--- src/rtl/dcache_lookup_port_pkg.sv ---
// ----------------------------------------------------------------------------
// dcache_lookup_port_pkg
// Shared types for the data-cache lookup clients: cache line and byte-enable
// layouts, the lookup FSM state encoding and the default-shaped command record.
// No ports; imported by dcache_lookup_port and onehot_sel users.
// ----------------------------------------------------------------------------
package dcache_lookup_port_pkg;

    localparam int DCACHE_TAG_WIDTH   = 44;
    localparam int DCACHE_LINE_WIDTH  = 64;
    localparam int DCACHE_SET_ASSOC   = 8;
    localparam int DCACHE_ADDR_WIDTH  = 64;
    localparam int DCACHE_TAG_BYTES   = (DCACHE_TAG_WIDTH + 7) / 8;
    localparam int DCACHE_LINE_BYTES  = DCACHE_LINE_WIDTH / 8;

    typedef struct packed {
        logic [DCACHE_TAG_WIDTH-1:0]  tag;
        logic [DCACHE_LINE_WIDTH-1:0] data;
        logic                         valid;
        logic                         dirty;
    } cache_line_t;

    typedef struct packed {
        logic [DCACHE_TAG_BYTES-1:0]  tag;
        logic [DCACHE_LINE_BYTES-1:0] data;
        logic                         valid;
        logic                         dirty;
    } cl_be_t;

    typedef enum logic [1:0] {
        IDLE = 2'd0,
        REQ  = 2'd1,
        TAG  = 2'd2,
        RSP  = 2'd3
    } lookup_state_e;

    // Command record in the default cache geometry; clients with other
    // geometries build the same layout from their own parameters.
    typedef struct packed {
        logic                         we;
        logic [DCACHE_ADDR_WIDTH-1:0] addr;
        logic [DCACHE_TAG_WIDTH-1:0]  tag;
        logic [DCACHE_SET_ASSOC-1:0]  way;
        cache_line_t                  wdata;
        cl_be_t                       be;
    } lookup_cmd_t;

endpackage

--- src/rtl/dcache_lookup_port_onehot_sel.sv ---
// ----------------------------------------------------------------------------
// onehot_sel
// Reduces a way vector to its lowest set bit (one-hot) and flags whether more
// than one bit was set. Purely combinational.
//   i_vec     : input vector, N bits
//   o_onehot  : lowest set bit of i_vec as one-hot (0 when i_vec == 0)
//   o_any     : at least one bit set
//   o_multi   : two or more bits set
// ----------------------------------------------------------------------------
module onehot_sel #(
    parameter int N = 8
) (
    input  logic [N-1:0] i_vec,
    output logic [N-1:0] o_onehot,
    output logic         o_any,
    output logic         o_multi
);

    // x & -x isolates the lowest set bit; x & (x-1) clears it, so anything
    // left over means a second bit was set.
    assign o_onehot = i_vec & (~i_vec + N'(1));
    assign o_any    = |i_vec;
    assign o_multi  = |(i_vec & (i_vec - N'(1)));

endmodule

--- src/rtl/dcache_lookup_port.sv ---
// ----------------------------------------------------------------------------
// dcache_lookup_port
// Requester-side client of the data-cache tag/data arbiter. Takes one lookup
// or line-write command at a time, requests the arbiter, presents the compare
// tag the cycle after grant, captures hit vector and way data, and holds a
// single response until the consumer accepts it.
//   clk_i, rst_i          : clock, async active-high reset
//   cmd_*                 : command handshake from the cache controller
//   req_o/gnt_i           : per-way request and grant to/from the arbiter
//   addr_o/we_o/be_o/wdata_o : arbiter command fields, live only in REQ
//   tag_o                 : compare tag, live only in TAG
//   rdata_i/hit_way_i     : way data and hit vector from the arbiter
//   rsp_*                 : buffered response with valid/ready
// ----------------------------------------------------------------------------
module dcache_lookup_port
    import dcache_lookup_port_pkg::*;
#(
    parameter int  ADDR_WIDTH = 64,
    parameter int  TAG_WIDTH  = DCACHE_TAG_WIDTH,
    parameter int  SET_ASSOC  = 8,
    parameter type l_data_t   = cache_line_t,
    parameter type l_be_t     = cl_be_t
) (
    input  logic                           clk_i,
    input  logic                           rst_i,
    input  logic                           cmd_valid_i,
    output logic                           cmd_ready_o,
    input  logic                           cmd_we_i,
    input  logic [ADDR_WIDTH-1:0]          cmd_addr_i,
    input  logic [TAG_WIDTH-1:0]           cmd_tag_i,
    input  logic [SET_ASSOC-1:0]           cmd_way_i,
    input  l_data_t                        cmd_wdata_i,
    input  l_be_t                          cmd_be_i,
    output logic [SET_ASSOC-1:0]           req_o,
    input  logic                           gnt_i,
    output logic [ADDR_WIDTH-1:0]          addr_o,
    output logic                           we_o,
    output l_be_t                          be_o,
    output l_data_t                        wdata_o,
    output logic [TAG_WIDTH-1:0]           tag_o,
    input  l_data_t [SET_ASSOC-1:0]        rdata_i,
    input  logic [SET_ASSOC-1:0]           hit_way_i,
    output logic                           rsp_valid_o,
    input  logic                           rsp_ready_i,
    output logic                           rsp_write_o,
    output logic                           rsp_hit_o,
    output logic [SET_ASSOC-1:0]           rsp_way_o,
    output l_data_t                        rsp_data_o,
    output logic                           rsp_multihit_o
);

    // Same layout as lookup_cmd_t but sized by this instance's parameters.
    typedef struct packed {
        logic                  we;
        logic [ADDR_WIDTH-1:0] addr;
        logic [TAG_WIDTH-1:0]  tag;
        logic [SET_ASSOC-1:0]  way;
        l_data_t               wdata;
        l_be_t                 be;
    } cmd_t;

    lookup_state_e         r_state;
    cmd_t                  r_cmd;
    logic                  r_rspWrite;
    logic                  r_rspHit;
    logic [SET_ASSOC-1:0]  r_rspWay;
    l_data_t               r_rspData;
    logic                  r_rspMultihit;

    logic [SET_ASSOC-1:0]  w_reqMask;
    logic                  w_granted;
    logic [SET_ASSOC-1:0]  w_hitOnehot;
    logic                  w_hitAny;
    logic                  w_hitMulti;
    l_data_t               w_selData;

    // A lookup asks every way; a write asks only the ways it will update.
    assign w_reqMask = r_cmd.we ? r_cmd.way : {SET_ASSOC{1'b1}};
    assign w_granted = (r_state == REQ) && (w_reqMask != '0) && gnt_i;

    onehot_sel #(
        .N (SET_ASSOC)
    ) u_hitSel (
        .i_vec    (hit_way_i),
        .o_onehot (w_hitOnehot),
        .o_any    (w_hitAny),
        .o_multi  (w_hitMulti)
    );

    // Way-data mux driven by the one-hot hit selection; yields 0 on a miss.
    always_comb begin
        w_selData = '0;
        for (int w = 0; w < SET_ASSOC; w++) begin
            if (w_hitOnehot[w]) begin
                w_selData = rdata_i[w];
            end
        end
    end

    // Single state machine: registers the command, walks REQ/TAG, captures the
    // response at the end of TAG and clears it again once it is accepted so
    // the response outputs read as zero whenever no response is pending.
    always_ff @(posedge clk_i or posedge rst_i) begin
        if (rst_i) begin
            r_state       <= IDLE;
            r_cmd         <= '0;
            r_rspWrite    <= 1'b0;
            r_rspHit      <= 1'b0;
            r_rspWay      <= '0;
            r_rspData     <= '0;
            r_rspMultihit <= 1'b0;
        end else begin
            case (r_state)
                IDLE: begin
                    if (cmd_valid_i) begin
                        r_cmd.we    <= cmd_we_i;
                        r_cmd.addr  <= cmd_addr_i;
                        r_cmd.tag   <= cmd_tag_i;
                        r_cmd.way   <= cmd_way_i;
                        r_cmd.wdata <= cmd_wdata_i;
                        r_cmd.be    <= cmd_be_i;
                        // A write that targets no way has nothing to ask the
                        // arbiter for, so it is acknowledged straight away.
                        if (cmd_we_i && (cmd_way_i == '0)) begin
                            r_rspWrite <= 1'b1;
                            r_rspHit   <= 1'b0;
                            r_rspWay   <= '0;
                            r_rspData  <= '0;
                            r_rspMultihit <= 1'b0;
                            r_state    <= RSP;
                        end else begin
                            r_state <= REQ;
                        end
                    end
                end
                REQ: begin
                    if (w_granted) begin
                        if (r_cmd.we) begin
                            r_rspWrite    <= 1'b1;
                            r_rspHit      <= 1'b0;
                            r_rspWay      <= '0;
                            r_rspData     <= '0;
                            r_rspMultihit <= 1'b0;
                            r_state       <= RSP;
                        end else begin
                            r_state <= TAG;
                        end
                    end
                end
                TAG: begin
                    r_rspWrite    <= 1'b0;
                    r_rspHit      <= w_hitAny;
                    r_rspWay      <= w_hitOnehot;
                    r_rspData     <= w_selData;
                    r_rspMultihit <= w_hitMulti;
                    r_state       <= RSP;
                end
                RSP: begin
                    if (rsp_ready_i) begin
                        r_rspWrite    <= 1'b0;
                        r_rspHit      <= 1'b0;
                        r_rspWay      <= '0;
                        r_rspData     <= '0;
                        r_rspMultihit <= 1'b0;
                        r_state       <= IDLE;
                    end
                end
                default: r_state <= IDLE;
            endcase
        end
    end

    // Arbiter-facing fields are gated by state so they read as zero whenever
    // this port is not actively requesting or comparing.
    assign cmd_ready_o    = (r_state == IDLE);
    assign req_o          = (r_state == REQ) ? w_reqMask   : '0;
    assign addr_o         = (r_state == REQ) ? r_cmd.addr  : '0;
    assign we_o           = (r_state == REQ) ? r_cmd.we    : 1'b0;
    assign be_o           = (r_state == REQ) ? r_cmd.be    : '0;
    assign wdata_o        = (r_state == REQ) ? r_cmd.wdata : '0;
    assign tag_o          = (r_state == TAG) ? r_cmd.tag   : '0;

    assign rsp_valid_o    = (r_state == RSP);
    assign rsp_write_o    = r_rspWrite;
    assign rsp_hit_o      = r_rspHit;
    assign rsp_way_o      = r_rspWay;
    assign rsp_data_o     = r_rspData;
    assign rsp_multihit_o = r_rspMultihit;

endmodule

--- config.mk ---
export PLATFORM = sky130hd
export DESIGN_NAME = dcache_lookup_port
export DESIGN_NICKNAME = d
export VERILOG_FILES = /design/src/rtl/dcache_lookup_port_pkg.sv /design/src/rtl/dcache_lookup_port_onehot_sel.sv /design/src/rtl/dcache_lookup_port.sv
export SDC_FILE = /design/constraint.sdc
export NUM_CORES = 1
export LEC_CHECK = 0
export BUFFER_PORTS_ARGS = -buffer_cell sky130_fd_sc_hd__buf_2
export CAP_MARGIN = 20
export CORE_AREA = 2 2 581 583
export CTS_BUF_LIST = sky130_fd_sc_hd__clkbuf_2
export CTS_CLUSTER_SIZE = 25
export DETAILED_ROUTE_END_ITERATION = 8
export DIE_AREA = 0 0 583 585
export MAX_ROUTING_LAYER = met4
export PLACE_DENSITY = 0.3
export SLEW_MARGIN = 0
export SYNTH_ARGS = -nofsm -noshare
export SYNTH_HDL_FRONTEND = slang
export SYNTH_SLANG_ARGS = --single-unit
--- constraint.sdc ---
create_clock -name clk_i -period 11.4 [get_ports clk_i]
set_input_delay 1.14 -clock clk_i [delete_from_list [all_inputs] [get_ports clk_i]]
set_output_delay 1.14 -clock clk_i [all_outputs]
set_load 0.01 [all_outputs]
==> impl_metrics.tcl, run 1 <==
set metrics [dict create \
    status "stopped before the end" \
    haltStage "5_2_route" \
    stop_error "[ERROR DRT-0255] Maze Route cannot find path of net rdata_i[259] in worker of routeBox ( 531300 483000 ) ( 583000 531300 )." \
    hpwl_um 220000 \
    cts-root-buf "clkbuf_2" \
    synth_top_area_cell "dfrtp_1" \
    synth-edff-count 0 \
    portBuffers 1501 \
    cts-htree-levels 4 \
    grt_max_degree 128 \
    antenna_found_initial 235 \
    die_w_um 583 \
    synth.most_common_cell "dfrtp_1" \
    clock-sinks 366 \
    track_usage_pct 15.2 \
    synth-main-ff-cell "dfrtp_1" \
    row_count 213 \
    ys_ff_latch 366 \
    cts_resized 0 \
    syn_area_per_cell_um2 9.43 \
    clock_path_buffers 4 \
    synth_commonest_cells "366 x dfrtp_1, 245 x nand2_1, 243 x mux2_2, 235 x and2_1, 216 x clkbuf_1" \
    yosys_warnings 0 \
    die_h_um 585 \
    netlist_area_mm2 0.0226 \
    synth_top_area_share_pct 40.5 \
    finalWeightedCongestion 0.907 \
    grt_pass1_vias 31200 \
    place_ws_ns 6.27 \
    numCtsBuffers 138 \
    synth_fp_nets 3538 \
    boundaryPins 1502 \
    synth_area_leaders "dfrtp_1 41%, mux2_2 12%, and2_1 6.5%" \
    initial_core_util_pct 6.74 \
    synthDistinctLibCells 46 \
    grt_pass1_wl_um 331000 \
    async_reset_ff_share_pct 100 \
    overflow 0 \
    synthCells 2398 \
    seq_area_frac_synth_pct 40.5 \
]
## per-layer routing
| metal | GRT usage (%) |
|---|---|
| met1 | 17.8 |
| met2 | 24.0 |
| met3 | 5.99 |
| met4 | 3.98 |
| met5 | - |
## cells by family after synthesis
family,after synthesis,synth area share [%]
fa+ha+maj,5,0.271
simple gates,618,14.3
mux,243,12.1
flops,366,40.5
buf+inv,266,4.82
compound gates,900,28.0
## timing repair
action / 4_1_cts / 5_1_grt
setup buffers: 0 / 0
hold buffers: 497 / 0
endpoints found under the hold margin: 439 / 0
## metrics by stage
step                      hold WS (ns)  std cells  util, %  cell area (um2)
after detailed placement         0.470       8112     10.5            35300
after global placement           0.461       8106     10.5            35200
after CTS                      0.00278       8838     12.4            41400
after floorplan                  0.471       2398        -            22600
after global routing            0.0470       8982     12.5            41800
==> run 2, diff against run 1 <==
--- a/config.mk
+++ b/config.mk
@@ -7,13 +7,10 @@
 export LEC_CHECK = 0
 export BUFFER_PORTS_ARGS = -buffer_cell sky130_fd_sc_hd__buf_2
 export CAP_MARGIN = 20
-export CORE_AREA = 2 2 581 583
-export CTS_BUF_LIST = sky130_fd_sc_hd__clkbuf_2
-export CTS_CLUSTER_SIZE = 25
+export CORE_AREA = 2 2 578 580
 export DETAILED_ROUTE_END_ITERATION = 8
-export DIE_AREA = 0 0 583 585
-export MAX_ROUTING_LAYER = met4
-export PLACE_DENSITY = 0.3
+export DIE_AREA = 0 0 580 582
+export PLACE_DENSITY_LB_ADDON = 0.15
 export SLEW_MARGIN = 0
 export SYNTH_ARGS = -nofsm -noshare
 export SYNTH_HDL_FRONTEND = slang
==> constraint.sdc (replaced) <==
create_clock -name clk_i -period 14.8 [get_ports clk_i]
set_input_delay 1.48 -clock clk_i [delete_from_list [all_inputs] [get_ports clk_i]]
set_output_delay 1.48 -clock clk_i [all_outputs]
set_load 0.01 [all_outputs]
==> impl_metrics.tcl, run 2 <==
set metrics [dict create \
    synth_commonest_cells "366 x dfrtp_1, 245 x nand2_1, 243 x mux2_2, 235 x and2_1, 216 x clkbuf_1" \
    clk_latency_ns 0.74 \
    p_sw_share_pct 44.6 \
    synth_top_area_share_pct 40.5 \
    drv_slew 0 \
    synth_area_leaders "dfrtp_1 41%, mux2_2 12%, and2_1 6.5%" \
    fin_cells 8271 \
    cts-root-buf "clkbuf_16" \
    clkTransAtPathRegs_ns 0.06 \
    hp-class "flip-flop to flip-flop" \
    drt-pass1-iter-count 5 \
    wl_met3_um 35200 \
    n_fill_cell 38700 \
    maxCapViolations 0 \
    hold_violations 0 \
    ant_nets 0 \
    dr.first_iter.drc_count 1562 \
    hpwl_um 215000 \
    route.vias.total 27200 \
    numCtsBuffers 58 \
    worstPathRequired_ns 15.41 \
    portBuffers 1501 \
    critical_path_peak_fanout 64 \
    utilization_pct 11.3 \
    synth-main-ff-cell "dfrtp_1" \
    syn2layout_area_growth_pct 65.2 \
    switchingPower_uw 2750 \
    layout-drive-gt1-share_pct 52.5 \
    initial_core_util_pct 6.81 \
    synthCells 2398 \
    fin_area_mm2 0.0373 \
    max_freq_ghz 0.213 \
    cts_tree "yes" \
    cts-htree-levels 2 \
    yosys_warnings 0 \
    pwr-share-comb_pct 46.2 \
    die_h_um 582 \
    cts_setup_buffers 0 \
    setup_viol 0 \
    overflow 0 \
    regMostFlops "r_cmd" \
    arrival_ns 5.31 \
    boundaryPins 1502 \
    core_mm2 0.332 \
    synth_fp_nets 3538 \
    p_leak_uw 0.0162 \
    wl_per_cell_um 30.9 \
    end_kind "flip-flop" \
    pwr-share-seq_pct 29.5 \
    min_period_ns 4.70 \
    track_usage_pct 14.6 \
    worst_pin_slew_ns 1.28 \
    p_clk_share_pct 24.4 \
    dp_cells 8087 \
    critical_path_class "primary input to flip-flop" \
    finalCritPeriodShare_pct 31.7 \
    clock_skew_ns 0.0281 \
    synthDistinctLibCells 46 \
    rsz0062_at_grt "false" \
    slew_headroom_pct 14.6 \
    placed_area_mm2 0.0351 \
    post_drt_via_cell_ratio 3.29 \
    dr_wl_met2_um 117000 \
    startpoint_type "primary input" \
    tns_ns 0 \
    largest_reg_flops 243 \
    status "completed" \
    ys_ff_latch 366 \
    p_int_uw 3410 \
    wl_um 255000 \
    die-area_mm2 0.338 \
    grt_max_degree 132 \
    clock-sinks 366 \
    async_reset_ff_share_pct 100 \
    synth-edff-count 0 \
    row_count 212 \
    hold_buffers 0 \
    grt_pass1_wl_um 322000 \
    max-vdd-ir-drop_mv 0.110 \
    synth.most_common_cell "dfrtp_1" \
    drc 0 \
    power.density_mw_per_mm2 165 \
    final_cell_mix "1496 x buf_2, 366 x dfrtp_1, 243 x nand2_1, 243 x mux2_2, 235 x and2_1" \
    syn_area_per_cell_um2 9.43 \
    hold-worst-slack_ns 0.479 \
    netlist_area_mm2 0.0226 \
    finalNetCount 4900 \
    seq_area_frac_synth_pct 40.5 \
    wirelength_met1_um 94700 \
    layout_commonest_cell "buf_2" \
    finalWeightedCongestion 0.944 \
    antenna_found_initial 265 \
    clock_path_buffers 3 \
    die_w_um 580 \
    cts_resized 0 \
    routed.top_layer "met5" \
    synth_top_area_cell "dfrtp_1" \
    grt_pass1_vias 28300 \
]
## run 2: logic make-up (layout without fill, tap and decap cells)
kind of cell | after synthesis | count (layout) | synth area share, %
multiplexers | 243 | 243 | 12.1
other | 0 | 81 | 0
adder cells (fa/ha/maj) | 5 | 5 | 0.271
buffers and inverters | 266 | 1671 | 4.82
flip-flops | 366 | 366 | 40.5
AO/OA/AOI/OAI | 900 | 900 | 28.0
AND/OR/NAND/NOR | 618 | 618 | 14.3
## run 2: critical path, stage by stage
cell	delay, ns
buf_6	0.28
buf_4	0.45
nand2b_4	0.67
buf_4	0.79
a21oi_1	0.14
a221oi_1	0.70
o22a_1	0.27
o21ai_1	0.07
## run 2: final cells by class
cell class	count	area, um2	area share (%)
clock buffer	88	1690	4.54
sequential	366	9160	24.5
multi-input combinational	1766	12500	33.4
inverter	15	63.8	0.171
timing repair buffer	1553	7970	21.3
antenna	81	203	0.543
clock inverter	15	294	0.787
tap	4387	5490	14.7
## run 2: final timing paths
kind	start	endpoint	slack [ns]	depth (start not counted)
worst max-delay path	hit_way_i[4]	rsp_data_o[82]	10.10	8
worst min-delay path	rsp_hit_o	rsp_hit_o	0.48	2
worst max register to register	r_state[1]	rsp_data_o[44]	10.58	8
worst min register to register	rsp_hit_o	rsp_hit_o	0.48	2
max in group asynchronous	rst_i	rsp_data_o[10]	11.48	5
min in group asynchronous	rst_i	r_cmd[31]	0.84	2
## run 2: power by group through the flow
stage / Sequential [uW] / Combinational [uW] / Clock (uW)
6_report: 1810 / 2840 / 1500
5_1_grt: 1880 / 3130 / 1610
4_1_cts: 1820 / 2990 / 1600
3_5_place_dp: 1830 / 2980 / 0
3_3_place_gp: 1830 / 3000 / 0
2_1_floorplan: 1750 / 1300 / 0
## run 2: layer usage
metal / GRT usage (%) / vias to the layer above
met5: 0 / -
met4: 3.24 / 166
met3: 9.23 / 499
met2: 24.0 / 1464
met1: 15.6 / 13500
li1: - / 11600
## run 2: stage by stage
| stage | setup WS, ns | power [uW] |
|---|---|---|
| floorplan | 3.16 | 3050 |
| global placement | 9.12 | 4830 |
| detailed placement | 9.07 | 4810 |
| CTS | 9.86 | 6410 |
| global route | 9.84 | 6610 |
| finish | 10.10 | 6160 |
Note: power is estimated with default switching activity, not from simulation.
==> run 3, diff against run 2 <==
==> constraint.sdc (replaced) <==
create_clock -name clk_i -period 4.1 [get_ports clk_i]
set_input_delay 0.41 -clock clk_i [delete_from_list [all_inputs] [get_ports clk_i]]
set_output_delay 0.41 -clock clk_i [all_outputs]
set_load 0.01 [all_outputs]
==> impl_metrics.tcl, run 3 (same netlist as run 2, synthesis figures left out) <==
set metrics [dict create \
    status "completed" \
    slowest_stage "a222oi_1" \
    r2r_slack_ns 0.55 \
    numCtsBuffers 56 \
    finalWeightedCongestion 0.924 \
    startpoint_type "flip-flop" \
    slew_headroom_pct 23.9 \
    syn2layout_area_growth_pct 82.5 \
    ant_nets 0 \
    cts-htree-levels 2 \
    finalNetCount 5289 \
    layout_commonest_cell "buf_2" \
    crit_chain "inv_1 -> ha_4 -> a222oi_1 -> nand4b_1 -> buf_12 -> o41ai_1 -> dlygate4sd3_1" \
    hpwl_um 212000 \
    wl_per_cell_um 28.8 \
    overflow 0 \
    track_usage_pct 14.2 \
    clkTransAtPathRegs_ns 0.06 \
    p_leak_uw 0.0179 \
    boundaryPins 1502 \
    max_freq_ghz 0.281 \
    final_cell_mix "1496 x buf_2, 366 x dfrtp_1, 321 x dlygate4sd3_1" \
    clk_latency_ns 0.76 \
    critPathCapture "rsp_way_o[2]" \
    reg2reg_from "r_state[1]" \
    grt_pass1_wl_um 317000 \
    maxCapViolations 0 \
    finalPower_uw 22600 \
    rsz0062_at_grt "false" \
    reg2regPathDepth 7 \
    largest_reg_flops 243 \
    drt-pass1-iter-count 5 \
    min_period_ns 3.55 \
    placed_area_mm2 0.0360 \
    cp_slowest_stage_delay_ns 0.66 \
    end_kind "flip-flop" \
    clock_skew_ns 0.0519 \
    cts_tree "yes" \
    fin_area_mm2 0.0413 \
    power.density_mw_per_mm2 547 \
    worst_pin_slew_ns 1.14 \
    dr.first_iter.drc_count 1465 \
    layout-drive-gt1-share_pct 49.5 \
    hold-worst-slack_ns 0.0610 \
    finalCritPeriodShare_pct 86.7 \
    regMostFlops "r_cmd" \
    core_mm2 0.332 \
    wl_um 249000 \
    die-area_mm2 0.338 \
    critical_path_peak_fanout 68 \
    clock_path_buffers 3 \
    worstReg2RegEnd "rsp_way_o[2]" \
    cts-root-buf "clkbuf_16" \
    grt_max_degree 149 \
    antenna_found_initial 213 \
    hold_path_startpoint "rdata_i[824]" \
    arrival_ns 4.24 \
    max-vdd-ir-drop_mv 0.521 \
    route.vias.total 28300 \
    hold_violations 0 \
    die_h_um 582 \
    drc 0 \
    hp-class "primary input to flip-flop" \
    crit_start "r_state[1]" \
    cts_setup_buffers 0 \
    clock-sinks 366 \
    row_count 212 \
    portBuffers 1501 \
    drv_slew 0 \
    post_drt_via_cell_ratio 3.26 \
    grt_pass1_vias 29400 \
    setup_viol 0 \
    initial_core_util_pct 6.81 \
    worstPathRequired_ns 4.78 \
    die_w_um 580 \
    n_fill_cell 38600 \
    critical_path_class "flip-flop to flip-flop" \
]
[run 3: changes by cell type in the layout (fill, tap and decap cells not counted), moves of 3 or more]
cell / change
dlygate4sd3_1: +321
buf_4: +49
buf_12: +21
clkinv_2: +8
a2111oi_0: -4
a2111oi_2: +4
a221oi_1: -3
a221oi_2: +3
[run 3: worst min path at each step]
stage                                 to  slack [ns]  depth (start not counted)
after floorplan               r_cmd[100]        0.47                          1
after global placement    rsp_data_o[45]        0.47                          2
after detailed placement    rsp_way_o[2]        0.46                          2
after CTS                 rsp_data_o[54]      0.0004                          3
after global routing          r_cmd[178]        0.01                          2
final                     rsp_data_o[54]        0.06                          3
[run 3: through the flow]
stage / utilization, % / instances / worst slack, ns / TNS (ns)
2_1_floorplan: - / 2398 / -1.22 / -446.59
3_3_place_gp: 10.8 / 8150 / 0.340 / 0
3_5_place_dp: 10.8 / 8157 / 0.640 / 0
4_1_cts: 12.4 / 8582 / 0.478 / 0
5_1_grt: 12.4 / 8615 / 0.334 / 0
6_report: 12.4 / 8663 / 0.545 / 0
[run 3: final cells by class]
class	instances	area (um2)	share of cell area [%]
Inverter	15	60.1	0.146
Clock inverter	21	250	0.607
Timing Repair Buffer	1944	12000	29.0
Clock buffer	83	1610	3.91
Antenna cell	81	203	0.491
Sequential cell	366	9160	22.2
Multi-Input combinational cell	1766	12500	30.3
Tap cell	4387	5490	13.3
[run 3: timing repair]
item	4_1_cts	5_1_grt
hold buffers	321	0
hold endpoints to repair	331	0
resized for setup	0	0
[run 3: critical path, delay by kind of cell, from the launching register on]
kind                     cells  cell delay [ns]
buffers and inverters        3             1.04
flip-flops                   1             0.45
adder cells (fa/ha/maj)      1             0.34
AND/OR/NAND/NOR              1             0.50
AO/OA/AOI/OAI                2             1.04
[run 3: routing by layer]
metal  GRT usage (%)  vias up  wire length, um
met3            5.74      304            23500
met1            17.3    14000           105000
met2            23.6     1421           116000
li1                -    12400                -
met5               0        -              597
met4            2.53       94             4960
[run 3: report_power, final]
part	total [uW]	switching [uW]	leakage (uW)	internal [uW]
registers	6710	1320	0.00452	5400
logic	10700	6550	0.0125	4140
clock network	5150	2240	0.000907	2920
==> run 4, diff against run 3 <==
--- a/config.mk
+++ b/config.mk
@@ -10,7 +10,7 @@
 export CORE_AREA = 2 2 578 580
 export DETAILED_ROUTE_END_ITERATION = 8
 export DIE_AREA = 0 0 580 582
-export PLACE_DENSITY_LB_ADDON = 0.15
+export PLACE_DENSITY_LB_ADDON = 0.1
 export SLEW_MARGIN = 0
 export SYNTH_ARGS = -nofsm -noshare
 export SYNTH_HDL_FRONTEND = slang
==> constraint.sdc (replaced) <==
create_clock -name clk_i -period 4.1 [get_ports clk_i]
set_input_delay 0.82 -clock clk_i [delete_from_list [all_inputs] [get_ports clk_i]]
set_output_delay 0.82 -clock clk_i [all_outputs]
set_load 0.01 [all_outputs]
==> impl_metrics.tcl, run 4 (same netlist as run 2, synthesis figures left out) <==
set metrics [dict create \
    status "completed" \
    clock_path_buffers 3 \
    boundaryPins 1502 \
    drc 0 \
    setup_viol 0 \
    portBuffers 1501 \
    hold-worst-slack_ns 0.164 \
    layout-drive-gt1-share_pct 53.4 \
    regMostFlops "r_cmd" \
    overflow 0 \
    fin_cells 8357 \
    cts_resized 0 \
    dp_cells 8152 \
    hpwl_um 210000 \
    arrival_ns 2.83 \
    die_h_um 582 \
    layout_commonest_cell "buf_2" \
    largest_reg_flops 243 \
    grt_pass1_wl_um 318000 \
    r2r_slack_ns 0.45 \
    core_mm2 0.332 \
    hp-class "primary input to async pin" \
    cts-htree-levels 2 \
    final_cell_mix "1496 x buf_2, 366 x dfrtp_1, 243 x nand2_1, 243 x mux2_2, 235 x and2_1" \
    max_freq_ghz 0.274 \
    worstPathRequired_ns 3.28 \
    finalNetCount 4967 \
    die_w_um 580 \
    post_drt_via_cell_ratio 3.23 \
    maxCapViolations 0 \
    clock-sinks 366 \
    finalWeightedCongestion 0.904 \
    die-area_mm2 0.338 \
    finalPower_uw 22500 \
    drt-pass1-iter-count 7 \
    worst_pin_slew_ns 1.31 \
    hold_violations 0 \
    track_usage_pct 14.3 \
    end_kind "primary output" \
    max-vdd-ir-drop_mv 0.377 \
    cts_setup_buffers 0 \
    rsz0062_at_grt "false" \
    finalCritPeriodShare_pct 89.1 \
    row_count 212 \
    route.vias.total 27000 \
    critical_path_class "flip-flop to primary output" \
    clock_skew_ns 0.0631 \
    drv_slew 0 \
    numCtsBuffers 60 \
    grt_max_degree 98 \
    cts_tree "yes" \
    hold_buffers 0 \
    dr.first_iter.drc_count 1378 \
    power.density_mw_per_mm2 588 \
    startpoint_type "flip-flop" \
    cts-root-buf "clkbuf_16" \
    ant_nets 0 \
    slew_headroom_pct 12.4 \
    p_leak_uw 0.0166 \
    min_period_ns 3.65 \
    wl_per_cell_um 30.1 \
    n_fill_cell 38700 \
    antenna_found_initial 273 \
    clk_latency_ns 0.75 \
    critical_path_peak_fanout 97 \
    clkTransAtPathRegs_ns 0.06 \
    initial_core_util_pct 6.81 \
    grt_pass1_vias 28300 \
    wl_um 252000 \
    syn2layout_area_growth_pct 69.1 \
]
## run 4: path summary, 6_finish.rpt
path,start,end,depth (start not counted)
worst max-delay path,r_state[1],addr_o[2],5
min in group clk_i,cmd_wdata_i[71],r_cmd[87],2
max in group asynchronous,rst_i,rsp_data_o[71],4
worst min register to register,rsp_data_o[75],rsp_data_o[75],2
worst min-delay path,rst_i,r_cmd[149],3
worst max register to register,r_state[0],rsp_data_o[55],8
## run 4: per-layer routing
layer	wire [um]	vias up	track usage, %
li1	-	11800	-
met1	98300	13200	16.3
met3	26800	411	6.70
met2	120000	1412	24.5
met5	971	-	0
met4	5790	148	2.82
## run 4: cell type report
cell class / count / area (um2) / share of cell area, %
Clock buffer: 97 / 1810 / 4.74
Sequential cell: 366 / 9160 / 24.0
Clock inverter: 15 / 193 / 0.504
Multi-Input combinational cell: 1766 / 12500 / 32.6
Timing Repair Buffer: 1618 / 8820 / 23.1
Tap cell: 4387 / 5490 / 14.4
Inverter: 15 / 60.1 / 0.157
Antenna cell: 93 / 233 / 0.609
## run 4: power by group
part | total [uW] | switching, uW | leakage [uW] | internal (uW)
Combinational | 10500 | 6570 | 0.0112 | 3950
Clock | 5470 | 2340 | 0.000979 | 3130
Sequential | 6500 | 1110 | 0.00452 | 5400
## run 4: worst max-delay path: stages, from the launching register on
cell and delay (ns):
dfrtp_1 0.45, inv_1 0.14, ha_4 0.39, buf_12 0.35, and2_1 0.39, buf_2 0.20
## run 4: per-stage QoR
stage	utilization [%]	setup slack, ns	area [um2]	setup TNS, ns
after detailed placement	10.8	0.259	36000	0
after global routing	11.5	0.228	38100	0
after floorplan	-	-1.63	22600	-596.66
after CTS	11.5	0.239	38000	0
final	11.5	0.449	38200	0
after global placement	10.8	0.226	36000	0
